### src/rtl/dct_pkg.sv
`default_nettype none
// +----------------------------------------------------------------------+
// | dct_pkg                                                              |
// | Shared constants, width helper and sequencer state for the MFCC DCT. |
// | Rev 1.0                                                              |
// +----------------------------------------------------------------------+
package dct_pkg;

  localparam int NUM_MFCC        = 13;
  localparam int NUM_FILTERS     = 26;
  localparam int DATA_WIDTH      = 16;
  localparam int COEFF_WIDTH     = 16;
  localparam int COEFF_FRAC_BITS = 14;

  // Keeps a single-entry index space at one bit instead of zero.
  function automatic int clog2_min1(input int n);
    return (n <= 1) ? 1 : $clog2(n);
  endfunction

  localparam int FILT_IDX_W  = clog2_min1(NUM_FILTERS);
  localparam int COEF_ADDR_W = clog2_min1(NUM_MFCC * NUM_FILTERS);
  localparam int RES_IDX_W   = clog2_min1(NUM_MFCC);

  typedef enum logic [1:0] {
    ST_IDLE  = 2'd0,
    ST_RUN   = 2'd1,
    ST_DRAIN = 2'd2,
    ST_DONE  = 2'd3
  } seq_state_t;

endpackage
`default_nettype wire

### src/rtl/dct_tag_pipe.sv
`default_nettype none
// +----------------------------------------------------------------------+
// | dct_tag_pipe                                                         |
// | DEPTH-stage delay line for the MAC tag bundle, synchronous clear.    |
// | Rev 1.0                                                              |
// +----------------------------------------------------------------------+
module dct_tag_pipe #(
  parameter int WIDTH = 8,
  parameter int DEPTH = 1
) (
  input  logic             clk,
  input  logic             clr,
  input  logic [WIDTH-1:0] din,
  output logic [WIDTH-1:0] dout
);

  logic [WIDTH-1:0] r_stage [DEPTH];

  always_ff @(posedge clk) begin
    if (clr) begin
      for (int i = 0; i < DEPTH; i++) r_stage[i] <= '0;
    end else begin
      r_stage[0] <= din;
      for (int i = 1; i < DEPTH; i++) r_stage[i] <= r_stage[i-1];
    end
  end

  assign dout = r_stage[DEPTH-1];

endmodule
`default_nettype wire

### src/rtl/dct_sequencer.sv
`default_nettype none
// +----------------------------------------------------------------------+
// | dct_sequencer                                                        |
// | Walks (k, m) pairs for a shared-MAC DCT-II and hands off the vector. |
// | Rev 1.0                                                              |
// +----------------------------------------------------------------------+
module dct_sequencer #(
  parameter int NUM_MFCC    = dct_pkg::NUM_MFCC,
  parameter int NUM_FILTERS = dct_pkg::NUM_FILTERS,
  parameter int ROM_LATENCY = 1,
  localparam int FILT_W = dct_pkg::clog2_min1(NUM_FILTERS),
  localparam int ADDR_W = dct_pkg::clog2_min1(NUM_MFCC * NUM_FILTERS),
  localparam int RES_W  = dct_pkg::clog2_min1(NUM_MFCC)
) (
  input  logic              clk,
  input  logic              rst,
  input  logic              log_valid,
  output logic              log_ack,
  output logic [FILT_W-1:0] filt_idx,
  output logic [ADDR_W-1:0] coef_addr,
  output logic              mac_en,
  output logic              mac_clr,
  output logic              res_we,
  output logic [RES_W-1:0]  res_idx,
  output logic              mfcc_valid,
  input  logic              mfcc_ready,
  output logic              busy
);

  import dct_pkg::*;

  localparam int TAG_W = RES_W + 3;
  localparam logic [FILT_W-1:0] c_m_last = FILT_W'(NUM_FILTERS - 1);
  localparam logic [RES_W-1:0]  c_k_last = RES_W'(NUM_MFCC - 1);

  seq_state_t        r_state, w_state_nxt;
  logic [FILT_W-1:0] r_m, w_m_nxt;
  logic [RES_W-1:0]  r_k, w_k_nxt;
  logic [ADDR_W-1:0] r_addr, w_addr_nxt;
  logic              w_issue;
  logic              r_res_we;
  logic [RES_W-1:0]  r_res_idx;

  logic [TAG_W-1:0]  w_tag_in, w_tag_out;
  logic              w_d_valid, w_d_first, w_d_last;
  logic [RES_W-1:0]  w_d_k;

  always_ff @(posedge clk) begin
    if (rst) begin
      r_state   <= ST_IDLE;
      r_m       <= '0;
      r_k       <= '0;
      r_addr    <= '0;
      r_res_we  <= 1'b0;
      r_res_idx <= '0;
    end else begin
      r_state   <= w_state_nxt;
      r_m       <= w_m_nxt;
      r_k       <= w_k_nxt;
      r_addr    <= w_addr_nxt;
      r_res_we  <= w_d_valid & w_d_last;
      r_res_idx <= (w_d_valid & w_d_last) ? w_d_k : '0;
    end
  end

  // Counters sit at zero outside RUN, so the address outputs need no gating.
  always_comb begin
    w_state_nxt = r_state;
    w_m_nxt     = r_m;
    w_k_nxt     = r_k;
    w_addr_nxt  = r_addr;
    w_issue     = 1'b0;
    unique case (r_state)
      ST_IDLE: begin
        w_m_nxt    = '0;
        w_k_nxt    = '0;
        w_addr_nxt = '0;
        if (log_valid) w_state_nxt = ST_RUN;
      end
      ST_RUN: begin
        w_issue    = 1'b1;
        w_addr_nxt = r_addr + 1'b1;
        if (r_m == c_m_last) begin
          w_m_nxt = '0;
          w_k_nxt = r_k + 1'b1;
          if (r_k == c_k_last) begin
            w_state_nxt = ST_DRAIN;
            w_k_nxt     = '0;
            w_addr_nxt  = '0;
          end
        end else begin
          w_m_nxt = r_m + 1'b1;
        end
      end
      ST_DRAIN: begin
        if (r_res_we && (r_res_idx == c_k_last)) w_state_nxt = ST_DONE;
      end
      ST_DONE: begin
        if (mfcc_ready) w_state_nxt = ST_IDLE;
      end
      default: w_state_nxt = ST_IDLE;
    endcase
  end

  assign w_tag_in = {w_issue,
                     w_issue & (r_m == '0),
                     w_issue & (r_m == c_m_last),
                     w_issue ? r_k : '0};

  dct_tag_pipe #(
    .WIDTH (TAG_W),
    .DEPTH (ROM_LATENCY)
  ) u_tag_pipe (
    .clk  (clk),
    .clr  (rst),
    .din  (w_tag_in),
    .dout (w_tag_out)
  );

  assign {w_d_valid, w_d_first, w_d_last, w_d_k} = w_tag_out;

  assign filt_idx   = r_m;
  assign coef_addr  = r_addr;
  assign mac_en     = w_d_valid;
  assign mac_clr    = w_d_valid & w_d_first;
  assign log_ack    = w_d_valid & w_d_last & (w_d_k == c_k_last);
  assign res_we     = r_res_we;
  assign res_idx    = r_res_idx;
  assign mfcc_valid = (r_state == ST_DONE);
  assign busy       = (r_state != ST_IDLE);

endmodule
`default_nettype wire

### config.mk
export PLATFORM = sky130hd
export DESIGN_NAME = dct_sequencer
export DESIGN_NICKNAME = d
export VERILOG_FILES = /design/src/rtl/dct_pkg.sv /design/src/rtl/dct_tag_pipe.sv /design/src/rtl/dct_sequencer.sv
export SDC_FILE = /design/constraint.sdc
export NUM_CORES = 1
export LEC_CHECK = 0
export ABC_CLOCK_PERIOD_IN_PS = 2200
export CORE_MARGIN = 10
export CORE_UTILIZATION = 50
export CTS_CLUSTER_DIAMETER = 40
export DETAILED_ROUTE_END_ITERATION = 16
export PLACE_DENSITY_LB_ADDON = 0.2
export SLEW_MARGIN = 10
export SYNTH_ARGS = -nofsm -noshare
export SYNTH_HDL_FRONTEND = slang
export SYNTH_SLANG_ARGS = --single-unit
### constraint.sdc
create_clock -name clk -period 2.2 [get_ports clk]
set_input_delay 0.44 -clock clk [delete_from_list [all_inputs] [get_ports clk]]
set_output_delay 0.44 -clock clk [all_outputs]
set_load 0.05 [all_outputs]
==> results.tsv, run 1 <==
metric	value	unit
WP data required	1.76	ns
Final WS setup	0.1303	ns
cell area after synthesis	1393	sq um
Antenna Cells	0	
multi-input logic area	706.9	sq um
largest net degree at the start of global routing	15	
Cell Pwr Density	1013	nW/um^2
fin nets	195	
post-synth net total	161	
CP Buf/Inv Count	1	
clk_lat worst skew	0.33	ns
Final ANT Viol Nets	0	
final hold violation count	0	
first-pass GRT wire length	5.257	mm
CP peak stage delay	0.85	ns
number of buffers created by CTS	5	
DRC	0	
hpwl dp	2.318	mm
Seq. cell area	640.6	sq um
DR WL met3	230	um
I/O Pins	28	
first drt pass iteration count	4	
TritonCTS clock tree	yes	
Final setup viols	0	
Slew @ Worst Pin	0.5227	ns
CP endpoint kind	output port	
top sig layer	met4	
Max-Cap Viols	0	
RSZ-0062 raised after global routing	false	
post-layout min period	2.070	ns
area delta synth->final	29.11	%
final WL	3.195	mm
Core Area	2710	sq um
Pwr Total	1821	uW
initial drt markers	40	
die height	72.78	um
# fillers	224	
Worst-path clk slew	0.11	ns
Post-Syn Instances	147	
Peak Freq	483.2	MHz
Setup CP Type	reg2out	
PortBufs	27	
Crit Path Max Fanout	6	
Die X	72.78	um
vias	1175	
post-synthesis sequential area ratio	46.00	%
GRT Total Usage	12.48	%
Slew HR	64.92	%
most common cell after layout, fill and taps aside	dfxtp_1	
WL met2	1.637	mm
Place WS	0.3757	ns
Slew Limit Fails	0	
Syn Area/Cell	9.473	sq um
Vias/cell	5.516	
Cell Chain, Critical Path	clkdlybuf4s50_1	
Seq cells post-synth	32	
commonest non-fill, non-tap cells in the layout	dfxtp_1, clkdlybuf4s50_1, nor2_1	
Critical Path AT	1.63	ns
postcts setup bufs	0	
library cells used by synthesis	33	
Routability Congestion	0.8371	
Slowest cell on crit path	clkdlybuf4s50_1	
worst vdd ir	0.0008059	V
clk_skew	0.01282	ns
Setup TNS	0	ns
Starting Density	51.39	%
die area	5296	sq um
GR Overflow Total	0	
WL per Instance	15.00	um
# rows	19	
CTS root buf	clkbuf_4	
P_leak	0.0007737	uW
clk buf depth	2	
CTS sink cnt	32	
Worst setup SP type	flip-flop	
status	finished clean	
synth warn	0	
share of layout cells above drive strength 1	9.341	%
WL met1	1.290	mm
initial antenna violation count	0	
vias in the first global route	1157	
CP top delay family	buffers and inverters	
Clock H-tree levels	2	
period utilization	94.08	%
worst min path class	reg2reg	
-- stage by stage --
step	hold WS, ns	instances	utilization (%)	area (sq um)
floorplan	0.4299	147	-	1398
global placement	0.4493	205	63.16	1712
detailed placement	0.4448	205	63.16	1712
CTS	0.4684	213	66.07	1790
global route	0.4939	213	66.34	1798
finish	0.4700	213	66.34	1798
-- area by class of cell --
| cell class | instances | area share (%) |
|---|---|---|
| Clock buffer | 5 | 2.088 |
| Clock inverter | 3 | 2.366 |
| Inverter | 10 | 2.088 |
| Multi-Input combinational cell | 102 | 39.32 |
| Sequential cell | 32 | 35.63 |
| Tap cell | 31 | 2.157 |
| Timing Repair Buffer | 30 | 16.35 |
-- routing by layer --
layer | up-vias | track usage [%]
met5 | - | 0
met3 | 4 | 6.259
met4 | 0 | 5.274
met2 | 39 | 21.19
met1 | 558 | 12.63
li1 | 574 | -
-- synthesized netlist by cell type (all sizes together) --
master   count  share of area (%)
and2b        1               0.54
and2        10                4.5
nor2b        2               0.90
nand3b       2                1.1
a311oi       3                1.9
and3         1               0.45
dfxtp       32                 46
o22ai        1               0.45
or2          1               0.45
o21ai        4                1.4
ha          10                9.0
a22oi        2                1.1
xor2         3                1.9
a21oi        3                1.1
a41oi        2                1.3
buf          1               0.36
nand2       10                2.7
clkbuf       2               0.54
o211ai       1               0.54
o2111ai      2                1.3
o211a        1               0.72
nand3        5                1.8
nand4b       1                1.7
or4          1               0.54
nor3         2               0.72
inv         10                2.7
o21a         1                1.1
xnor2        5                3.1
nand4        4                1.8
mux2i        2                1.4
nor2        18                4.9
a211oi       4                2.2
-- report_power, final --
group          internal (uW)  switching, uW  leakage, uW
Sequential               633           63.4     0.000259
Combinational            230            450     0.000474
Clock                    237            207    0.0000412
Total                   1100            721     0.000774
-- worst reg2reg max path: stages, from the launching register on --
cell and delay [ns]:
dfxtp_1 0.36, inv_1 0.09, ha_1 0.46, nor2_1 0.12, buf_4 0.18, o21ai_1 0.44, nor2_1 0.11
-- kinds of logic after synthesis --
group	share of synthesized area, %
mux	1.438
compound gates	12.94
flops	46.00
simple gates	22.01
buf+inv	3.594
fa+ha+maj	8.985
xor+xnor	5.032
-- state kept, by name, summed over array words and instances (netlist names) --
| signal | flops |
|---|---|
| coef_addr | 9 |
| filt_idx | 5 |
| r_k | 4 |
| r_state | 2 |
| res_idx | 4 |
| res_we | 1 |
| u_tag_pipe.r_stage | 7 |
-- timing repair --
item / in CTS / in global routing
hold buffers: 0 / 0
endpoints found under the setup margin: 1 / 3
resized for setup: 1 / 3
endpoints found under the hold margin: 0 / 0
-- final timing paths --
check | slack (ns) | startpoint | cells after the start | to
worst min-delay path | 0.47 | u_tag_pipe.r_stage[0][2] | 1 | res_idx[2]
worst max register to register | 0.31 | r_state[1] | 6 | coef_addr[6]
worst min register to register | 0.47 | u_tag_pipe.r_stage[0][2] | 1 | res_idx[2]
worst max-delay path | 0.13 | filt_idx[0] | 1 | filt_idx[0]
No activity file was read; power rests on OpenSTA's default activity.
==> inputs of run 2 (changes only) <==
CORE_ASPECT_RATIO = 1.75   (was default)
SKIP_CTS_REPAIR_TIMING = 1   (was default)
==> run 2 against run 1 <==
Via count fell by 1.2%. Maximum frequency is 1.5% lower. Final cell count is 2.3% lower. Routed wire length decreased by 2.8%. Die area up 1.6%. Count of clock-buffer cells in the layout unchanged. Global-route usage up 0.12 points.
==> results.tsv, run 2 (same netlist as run 1, synthesis figures left out) <==
metric	value	unit	change
Slew HR	61.91	%	was 64.92%
Clock H-tree levels	2		unchanged
vias in the first global route	1209		was 1157
final hold violation count	0		unchanged
Starting Density	51.77	%	was 51.39%
Setup CP Type	reg2out		unchanged
vias	1161		was 1175
P_leak	0.0007204	uW	was 0.0007737 uW
final WL	3.106	mm	was 3.195 mm
R2R Setup Slk	0.35	ns	was 0.31 ns
WP data required	1.76	ns	about the same
CP peak stage delay	0.81	ns	was 0.85 ns
commonest non-fill, non-tap cells in the layout	dfxtp_1, clkdlybuf4s50_1, nor2_1		unchanged
Reg2Reg Depth	5		was 6
Critical Path AT	1.66	ns	was 1.63 ns
GR Overflow Total	0		unchanged
area delta synth->final	30.01	%	was 29.11%
Max-Cap Viols	0		unchanged
final non-filler cell area	1810	sq um	was 1798 sq um
Final ANT Viol Nets	0		unchanged
clk buf depth	2		unchanged
initial antenna violation count	0		unchanged
CTS root buf	clkbuf_8		was clkbuf_4
worst min path class	reg2reg		unchanged
number of flip-flops under the largest register name	9		unchanged
launch point of the worst path	r_state[0]		was filt_idx[0]
Cell Chain, Critical Path	ha_1 > clkdlybuf4s50_1		was clkdlybuf4s50_1
Slowest cell on crit path	clkdlybuf4s50_1		unchanged
Cell Pwr Density	1068	nW/um^2	was 1013 nW/um^2
most common cell after layout, fill and taps aside	dfxtp_1		unchanged
Crit Path Max Fanout	4		was 6
worst flop-to-flop path startpoint	r_state[1]		unchanged
first-pass GRT wire length	5.457	mm	was 5.257 mm
Worst setup SP type	flip-flop		unchanged
Slew @ Worst Pin	0.5675	ns	was 0.5227 ns
RSZ-0062 raised after global routing	false		unchanged
fin nets	194		was 195
crit path to	mfcc_valid		was filt_idx[0]
CP endpoint kind	output port		unchanged
initial drt markers	25		was 40
# rows	25		was 19
Die X	59.90	um	was 72.78 um
I/O Pins	28		unchanged
hpwl dp	2.375	mm	was 2.318 mm
Antenna Cells	0		unchanged
GRT Total Usage	12.60	%	was 12.48%
Core Area	2690	sq um	was 2710 sq um
status	finished clean		unchanged
Setup TNS	0	ns	unchanged
Final setup viols	0		unchanged
post-layout min period	2.100	ns	was 2.070 ns
WHS	0.4607	ns	was 0.4700 ns
area post-placement	1699	sq um	was 1712 sq um
TritonCTS clock tree	yes		unchanged
DRC	0		unchanged
die area	5379	sq um	was 5296 sq um
number of buffers created by CTS	5		unchanged
clk_skew	0.003631	ns	was 0.01282 ns
Peak Freq	476.1	MHz	was 483.2 MHz
PortBufs	27		unchanged
period utilization	95.48	%	was 94.08%
first drt pass iteration count	4		unchanged
largest net degree at the start of global routing	15		unchanged
die height	89.82	um	was 72.78 um
clk_lat worst skew	0.29	ns	was 0.33 ns
Worst-path clk slew	0.06	ns	was 0.11 ns
share of layout cells above drive strength 1	8.840	%	was 9.341%
Routability Congestion	0.7534		was 0.8371
reg2reg end	coef_addr[5]		was coef_addr[6]
# fillers	228		was 224
WL per Instance	14.93	um	was 15.00 um
CTS sink cnt	32		unchanged
worst vdd ir	0.0007162	V	was 0.0008059 V
Slew Limit Fails	0		unchanged
Vias/cell	5.582		was 5.516
[run 2: worst max-delay path, delay by kind of cell, from the launching register on]
| family | cells | cell delay (ns) |
|---|---|---|
| flops | 1 | 0.39 |
| fa+ha+maj | 1 | 0.18 |
| buf+inv | 1 | 0.81 |
[run 2: where the power goes]
part	leakage, uW	switching (uW)	internal, uW	total [uW]
Sequential	0.000259	61.6	634	696
Combinational	0.000407	455	233	688
Clock	0.0000541	217	334	551
Total	0.000720	733	1200	1930
[run 2: worst min path at each step]
stage	from	to	slack (ns)	depth (start not counted)
3_3_place_gp	u_tag_pipe.r_stage[0][3]	res_idx[3]	0.45	1
2_1_floorplan	u_tag_pipe.r_stage[0][2]	res_idx[2]	0.43	1
4_1_cts	u_tag_pipe.r_stage[0][3]	res_idx[3]	0.46	1
5_1_grt	u_tag_pipe.r_stage[0][2]	res_idx[2]	0.49	1
3_5_place_dp	u_tag_pipe.r_stage[0][3]	res_idx[3]	0.45	1
6_report	u_tag_pipe.r_stage[0][3]	res_idx[3]	0.46	1
[run 2: layout make-up]
cell class | count | area (sq um) | area share, %
multi-input cells | 102 | 706.9 | 39.05
flip-flops and latches | 32 | 640.6 | 35.38
repair buffers | 29 | 280.3 | 15.48
clock buffers | 5 | 68.82 | 3.801
clock inverters | 3 | 42.54 | 2.350
inverters | 10 | 37.54 | 2.073
well taps | 27 | 33.78 | 1.866
[run 2: routing by layer]
layer  GRT usage, %  wire (um)
met1          11.88       1109
met2          21.72       1695
met3          5.775        240
met4          5.639         60
met5              0          0
[run 2: through the flow]
stage | instances | total power [uW] | setup WS, ns | util (%)
after floorplan | 147 | 1184 | 0.1297 | -
after global placement | 200 | 1359 | 0.4362 | 63.16
after detailed placement | 200 | 1391 | 0.3871 | 63.16
after CTS | 208 | 1954 | 0.08636 | 67.30
after global routing | 208 | 2054 | 0.04630 | 67.30
final | 208 | 1934 | 0.09951 | 67.30
